## src/rtl/pc_sequencer_pkg.sv

```systemverilog
// rtl/pc_sequencer_pkg.sv - shared state encoding and alignment constant for the PC sequencer
package pc_sequencer_pkg;

    localparam logic [1:0] ST_IDLE  = 2'd0;
    localparam logic [1:0] ST_RUN   = 2'd1;
    localparam logic [1:0] ST_HALT  = 2'd2;
    localparam logic [1:0] ST_FAULT = 2'd3;

    localparam logic [1:0] WORD_ALIGN = 2'b00;

    function automatic logic is_misaligned(input logic [31:0] addr);
        return addr[1:0] != WORD_ALIGN;
    endfunction

endpackage

```

## src/rtl/pc_next_mux.sv

```systemverilog
// rtl/pc_next_mux.sv - priority select of the next PC with redirect alignment check
module pc_next_mux
    import pc_sequencer_pkg::*;
(
    input  logic [31:0] pc_plus4,
    input  logic [31:0] branch_target,
    input  logic        branch,
    input  logic        jump,
    input  logic [25:0] jump_index,
    input  logic        jump_reg,
    input  logic [31:0] reg_target,
    output logic [31:0] next_pc,
    output logic        misaligned
);

    // Jump targets are word-aligned by construction; only JR and branch targets are checked.
    always_comb begin
        next_pc    = pc_plus4;
        misaligned = 1'b0;
        if (jump_reg) begin
            next_pc    = reg_target;
            misaligned = is_misaligned(reg_target);
        end else if (jump) begin
            next_pc    = {pc_plus4[31:28], jump_index, 2'b00};
        end else if (branch) begin
            next_pc    = branch_target;
            misaligned = is_misaligned(branch_target);
        end
    end

endmodule

```

## src/rtl/pc_sequencer.sv

```systemverilog
// rtl/pc_sequencer.sv - PC register, run/halt/fault state machine and retired-instruction counter
module pc_sequencer
    import pc_sequencer_pkg::*;
#(
    parameter logic [31:0] RESET_PC = 32'h0000_0000,
    parameter int          CNT_W    = 32
) (
    input  logic             Clk,
    input  logic             Rst,
    input  logic [31:0]      BranchTarget,
    input  logic             Branch,
    input  logic             Jump,
    input  logic [25:0]      JumpIndex,
    input  logic             JumpReg,
    input  logic [31:0]      RegTarget,
    input  logic             Stall,
    input  logic             Halt,
    output logic [31:0]      PCOut,
    output logic [31:0]      PCPlus4,
    output logic             FetchValid,
    output logic             Fault,
    output logic [31:0]      FaultPC,
    output logic [CNT_W-1:0] RetireCount
);

    logic [1:0]       state;
    logic [31:0]      pc;
    logic [31:0]      fault_pc;
    logic [CNT_W-1:0] retire_cnt;
    logic [31:0]      next_pc;
    logic             misaligned;

    assign PCPlus4 = pc + 32'd4;

    pc_next_mux u_next_mux (
        .pc_plus4      (PCPlus4),
        .branch_target (BranchTarget),
        .branch        (Branch),
        .jump          (Jump),
        .jump_index    (JumpIndex),
        .jump_reg      (JumpReg),
        .reg_target    (RegTarget),
        .next_pc       (next_pc),
        .misaligned    (misaligned)
    );

    always_ff @(posedge Clk) begin
        if (Rst) begin
            state      <= ST_IDLE;
            pc         <= RESET_PC;
            fault_pc   <= 32'd0;
            retire_cnt <= '0;
        end else begin
            case (state)
                ST_IDLE: state <= ST_RUN;
                ST_RUN: begin
                    // Halt retires itself but freezes the PC where it was decoded.
                    if (Halt) begin
                        state      <= ST_HALT;
                        retire_cnt <= retire_cnt + CNT_W'(1);
                    end else if (!Stall) begin
                        if (misaligned) begin
                            state    <= ST_FAULT;
                            fault_pc <= pc;
                        end else begin
                            pc         <= next_pc;
                            retire_cnt <= retire_cnt + CNT_W'(1);
                        end
                    end
                end
                default: state <= state;
            endcase
        end
    end

    assign PCOut       = pc;
    assign FetchValid  = (state == ST_RUN);
    assign Fault       = (state == ST_FAULT);
    assign FaultPC     = fault_pc;
    assign RetireCount = retire_cnt;

endmodule
```

## config.mk

```make
export PLATFORM = sky130hd
export DESIGN_NAME = pc_sequencer
export DESIGN_NICKNAME = d
export VERILOG_FILES = /design/src/rtl/pc_sequencer_pkg.sv /design/src/rtl/pc_next_mux.sv /design/src/rtl/pc_sequencer.sv
export SDC_FILE = /design/constraint.sdc
export NUM_CORES = 1
export LEC_CHECK = 0
export CAP_MARGIN = 20
export CORE_MARGIN = 3
export CORE_UTILIZATION = 48
export DETAILED_ROUTE_END_ITERATION = 10
export GPL_TIMING_DRIVEN = 1
export PLACE_DENSITY = 0.87
export SLEW_MARGIN = 15
export SYNTH_ARGS = -nofsm -noshare
export SYNTH_HDL_FRONTEND = slang
export SYNTH_SLANG_ARGS = --single-unit
```

## constraint.sdc

```tcl
create_clock -name Clk -period 3.4 [get_ports Clk]
set_input_delay 0.68 -clock Clk [delete_from_list [all_inputs] [get_ports Clk]]
set_output_delay 0.68 -clock Clk [all_outputs]
set_load 0.1 [all_outputs]
```

# Word level (Yosys, flattened, before mapping)
# Cells that the tools add are included.
# classes
n_bitwise,3
eq_ne,6
n_mux,13
n_reduce_logical,8
addsub,2
# op_table
operator,count
32-bit 2-to-1 mux,6
32-bit by 1-bit adder with 32-bit output (second input constant),1
32-bit by 3-bit adder with 32-bit output (second input constant),1
4-bit AND reduction,2
2-bit 2-to-1 mux,3
3-bit AND reduction,2
2-bit nonzero test,3
2-bit one-hot mux with 2 select lines,1
1-bit 2-to-1 mux,3
3-bit by 2-bit != test with 1-bit output (second input constant),1
3-bit != test (second input constant),1
1-bit inverter,3
2-bit by 1-bit equality test with 1-bit output (second input constant),1
2-bit equality test (second input constant),1
2-bit zero test,1
2-bit by 1-bit != test with 1-bit output (second input constant),1
2-bit != test (second input constant),1
# totals
output_inout_bits,130
in_bits,97
wordCells,36
reg_bits,98

# Longest topological paths before layout
# logic_depth
depth_word,8
ltp_mapped,9
ltp_nobuf,6

# Hierarchy
# Synthesis repeated with hierarchy kept, for this count alone.
# unflattened
cells_unflattened,688
area_unflattened_um2,5677.9
# by_module_without_submodules
mod,cells_each,seq_area_each_um2,area_per_inst_um2,instances
pc_sequencer,542,1961.9,4299.1,1
pc_next_mux,146,0.0,1378.8,1

# Worst setup path after synthesis
# No wires, ideal clock.
# synth_path
kind,reg-to-output
start,"register pc[2], in the netlist PCOut[2]"
end,output PCPlus4[31]
required_ns,2.720
slack_ns,-1.188
arrival_time_ns,3.908
path_buffers,1
path_stages_with_launch,7
path_cell_list,dfxtp_1 nand3_1 nor4_1 and2_1 clkbuf_1 nand3_1 xnor2_1
# synth_via
elab_chain_len,1
# synth_lines
item,line,rtl
"start, declared",pc_sequencer.sv:27,logic [31:0] pc;
"start signal, assigned",pc_sequencer.sv:66,pc <= next_pc;
32-bit by 3-bit adder with 32-bit output,pc_sequencer.sv:33,assign PCPlus4 = pc + 32'd4;
"end, declared",pc_sequencer.sv:19,"output logic [31:0] PCPlus4,"
# Every way passes these cells.

# Worst setup path in the final report
# layout_path
start,"register pc[16], in the netlist PCOut[16]"
end,output PCPlus4[31]
# Same word-level chain as after synthesis.

==> results <==
- The I/O pin total is 227.
- The area of the core region is 11500 um2.
- The post-synth design cell area is 5680 um2.
- The required time of the critical path is 2.72 ns.
- The pre-antenna-repair detailed-routing pass consisted of 6 iterations.
- The cell depth of the worst min-delay path is 2.
- Counting flops and latches in the post-synthesis netlist gives 98.
- The initial antenna violation count was 0.
- The clock latency of the later-clocked register in the worst-skew pair is 0.35 ns.
- The floorplan has 39 rows.
- The die covers 13200 um2.
- The per-instance average area after synthesis is 7.63 um2.
- For this run the aggregate overflow at the end of global routing stands at 0.
- Wires add up to 21.6 mm.
- The clock drives 98 sinks.
- The number of max-slew violations in the final report is 0.
- The floorplan step set the die height to 115 um.
- The worst hold margin is 0.457 ns.
- Once the clock tree was built, the setup fixing pass inserted 0 buffers.
- In this run the static leakage power is 0.00319 uW.
- The class of the tightest hold or removal check is flop to flop.
- Static timing analysis puts the maximum clock frequency at 302 MHz.
- The mux share of post-synthesis cell area is 1.45%.
- The count of nets after finishing is 1038.
- The via total after detailed routing is 6842.
- Routability-driven placement finished with a final weighted congestion of 0.937.
- The global-route wire length before repair is 33.1 mm.
- The post-synthesis net count is 844.
- Measured in cells, the most critical reg-to-reg path has a length of 5.
- The H-tree was split into 3 levels.
- The worst clock skew is 0.00504 ns.
- The worst setup path is of the flop to output port kind.
- Counting flops with a built-in enable in the synthesized netlist gives 0.
- Input and output buffers added on the ports amount to 226.
- Synthesis produced 745 cells.
- Power spread over the standard cell area amounts to 320 nW/um2.
- The worst setup path is captured at an output port.
- In this run the remaining antenna-violating nets after routing total 0.
- For this run, asynchronously set or reset flops after synthesis account for 0%.
- The adder-cell share of the synthesized area is 0.440%.
- The maximum ir drop on the vdd rail is 0.000223 V.
- The run finished with clean final reports.
- On the critical path, the stage with the largest delay is an instance of sky130_fd_sc_hd__dfxtp_2.
- Leaving out fill and tap cells, the most frequent cell in the layout is sky130_fd_sc_hd__clkdlybuf4s50_1.
- The number of global-route vias before repair came to 6503.
- The largest net degree at the start of global routing is 58.
- For this design, the CTS-stage hold fixing added 0 buffers.
- The repair_antennas step left the layout with diodes totalling 0.
- Summing all flip-flop and latch instances after layout gives 2000 um2.
- The fraction of post-synthesis cell area in the top cell type by area is 34.5%.
- The footprint of the multi-input gates is 3670 um2.
- For this block, the initial DRC count from the detailed router was 562.
- Ranked by total cell area, the synthesized netlist is headed by sky130_fd_sc_hd__dfxtp_1 (35%), sky130_fd_sc_hd__a21oi_1 (7.6%), sky130_fd_sc_hd__nand2_1 (7.3%).
- The compound-gate portion of the synthesized area is 23.9%.
- The main combinational cell family by area after synthesis is simple AND/OR/NAND/NOR gates.
- The TritonCTS clock tree is done.
- The proportion of synthesized chip area in sequential cells is 34.5%.
- Setup repair after global routing left no endpoint under its margin.
- The total CTS buffers is 9.
- The signal on the critical path passes through nand4_1, nor3_1, and2_1, nand3_1, xnor2_4, buf_12.
- The routed wire length per instance is 19.8 um.
- The post-detailed-route via-to-cell ratio is 6.29.
- The filler cells instantiated in the layout total 835.
- The starting density of the core is 49.3%.
- The maximum net fanout on the critical path is 11.
- The total setup violations reported at the end of the flow is 0.
- In this run the clock root is driven by a sky130_fd_sc_hd__clkbuf_16.
- sky130_fd_sc_hd__dfxtp_1 takes more of the synthesized area than any other cell.
- The synthesized-area fraction occupied by and/or/nand/nor cells is 28.1%.
- Global routing used 31.3% of the available tracks.
- The top cell types in the final layout, fill and taps aside, are sky130_fd_sc_hd__clkdlybuf4s50_1 (119), sky130_fd_sc_hd__nand2_1 (110), sky130_fd_sc_hd__buf_4 (110).
- For the worst setup path, the data arrival time is 2.63 ns.
- The Yosys step of the flow raised 0 warnings.
- The total count of hold-check failures in the final report is 0.
- The worst setup path is launched from a flop.
- The smallest clock period supported by the final layout is computed as 3.31 ns.
- The post-synthesis share of cell area spent on xor and xnor gates is 5.24%.
- The total negative slack is 0 ns.
- The largest incremental delay on the critical path is 0.50 ns.
- The total half-perimeter wirelength after legalization and detailed placement is 16.0 mm.
- The slew at the pin with the worst max-slew slack is 0.987 ns.
- The share of cells above drive strength 1 is 22.1%.
- For this run, the leading register cell type out of synthesis is sky130_fd_sc_hd__dfxtp_1.
- The number of gates resized after CTS is 0.
- The distinct cell type count after synthesis is 66.
- The DRC violation count after routing is 0.
- Clock-pin slew was measured on the worst setup and hold paths at 0.07 ns.
- The max-capacitance violation count is 0.
- The number of buffers on the longest clock path is 2.
- The die extent in x is 115 um.
- The final critical path takes up 97.4% of the cycle.
- In this run the tightest slew margin relative to its limit is 34.0%.
- From synthesis to final layout, the design area changed by 51.4%.
-- per-layer routing --
metal  track usage, %  wire length, um  up-vias
met4             12.3              842        0
met3             7.95             2400       70
met5                0                0        -
li1                 -                -     3112
met1             38.5             7990     3199
met2             52.7            10300      461
-- synth_stat cells (3+ instances only) --
master / n
sky130_fd_sc_hd__nand2b_1: 4
sky130_fd_sc_hd__and4_1: 3
sky130_fd_sc_hd__o21ai_0: 36
sky130_fd_sc_hd__inv_1: 21
sky130_fd_sc_hd__a22oi_1: 5
sky130_fd_sc_hd__nor2_1: 38
sky130_fd_sc_hd__nor3_1: 18
sky130_fd_sc_hd__xor2_1: 9
sky130_fd_sc_hd__clkbuf_1: 38
sky130_fd_sc_hd__or3_1: 13
sky130_fd_sc_hd__nor2b_1: 3
sky130_fd_sc_hd__and3_1: 12
sky130_fd_sc_hd__nand2_1: 110
sky130_fd_sc_hd__nor4_1: 9
sky130_fd_sc_hd__o31ai_1: 15
sky130_fd_sc_hd__nor3b_1: 7
sky130_fd_sc_hd__or4_1: 16
sky130_fd_sc_hd__o21a_1: 3
sky130_fd_sc_hd__dfxtp_1: 98
sky130_fd_sc_hd__a221oi_1: 13
sky130_fd_sc_hd__a211oi_1: 13
sky130_fd_sc_hd__nand4b_1: 3
sky130_fd_sc_hd__and2_1: 7
sky130_fd_sc_hd__nand4_1: 15
sky130_fd_sc_hd__a31oi_1: 13
sky130_fd_sc_hd__mux2i_1: 6
sky130_fd_sc_hd__a21o_1: 5
sky130_fd_sc_hd__nand3b_1: 3
sky130_fd_sc_hd__o211ai_1: 3
sky130_fd_sc_hd__buf_2: 24
sky130_fd_sc_hd__xnor2_1: 25
sky130_fd_sc_hd__nand3_1: 26
sky130_fd_sc_hd__a311o_1: 3
sky130_fd_sc_hd__a21oi_1: 86
-- metrics by stage --
| step | power [uW] | setup WS, ns | area [um2] | util (%) | instances |
|---|---|---|---|---|---|
| 2_1_floorplan | 1550 | 0.00562 | 5990 | - | 745 |
| 3_3_place_gp | 1780 | 0.332 | 8310 | 72.2 | 1071 |
| 3_5_place_dp | 1790 | 0.215 | 8310 | 72.2 | 1071 |
| 4_1_cts | 2760 | 0.131 | 8600 | 74.6 | 1087 |
| 5_1_grt | 2840 | 0.00264 | 8600 | 74.7 | 1087 |
| 6_report | 2750 | 0.0885 | 8600 | 74.7 | 1087 |
-- path summary, 6_finish.rpt --
path                  start              end  slack (ns)
max reg2reg  RetireCount[4]  RetireCount[28]        1.08
min reg2reg     FaultPC[12]      FaultPC[12]        0.46
min             FaultPC[12]      FaultPC[12]        0.46
max               PCOut[16]      PCPlus4[31]        0.09
-- sequential cells by signal (all words and copies together), names as in the netlist --
name and flops:
state 2, FaultPC 32, RetireCount 32, PCOut 32
-- area by class of cell --
| cell class | instances | share of cell area (%) |
|---|---|---|
| Multi-Input combinational cell | 561 | 42.6 |
| Inverter | 21 | 0.916 |
| Clock inverter | 4 | 0.422 |
| Clock buffer | 12 | 2.87 |
| Timing Repair Buffer | 248 | 27.9 |
| Sequential cell | 98 | 23.2 |
| Tap cell | 143 | 2.08 |
-- logic make-up after synthesis --
| logic type | Yosys count |
|---|---|
| AND/OR/NAND/NOR | 301 |
| AO/OA/AOI/OAI | 216 |
| flip-flops | 98 |
| buffers and inverters | 86 |
| XOR/XNOR | 34 |
| multiplexers | 8 |
| adder cells (fa/ha/maj) | 2 |
-- worst max-delay path, delay by kind of cell, from the launching register on --
family                 cells  cell delay, ns
AND/OR/NAND/NOR            4            1.36
flip-flops                 1            0.50
XOR/XNOR                   1            0.22
buffers and inverters      1            0.19
-- power by group --
group          leakage (uW)  internal, uW  total [uW]  switching [uW]
Clock              0.000135           525         985             460
Combinational       0.00225           214         571             357
Sequential         0.000803          1160        1200            33.9
Note: power is estimated with default switching activity, not from simulation.
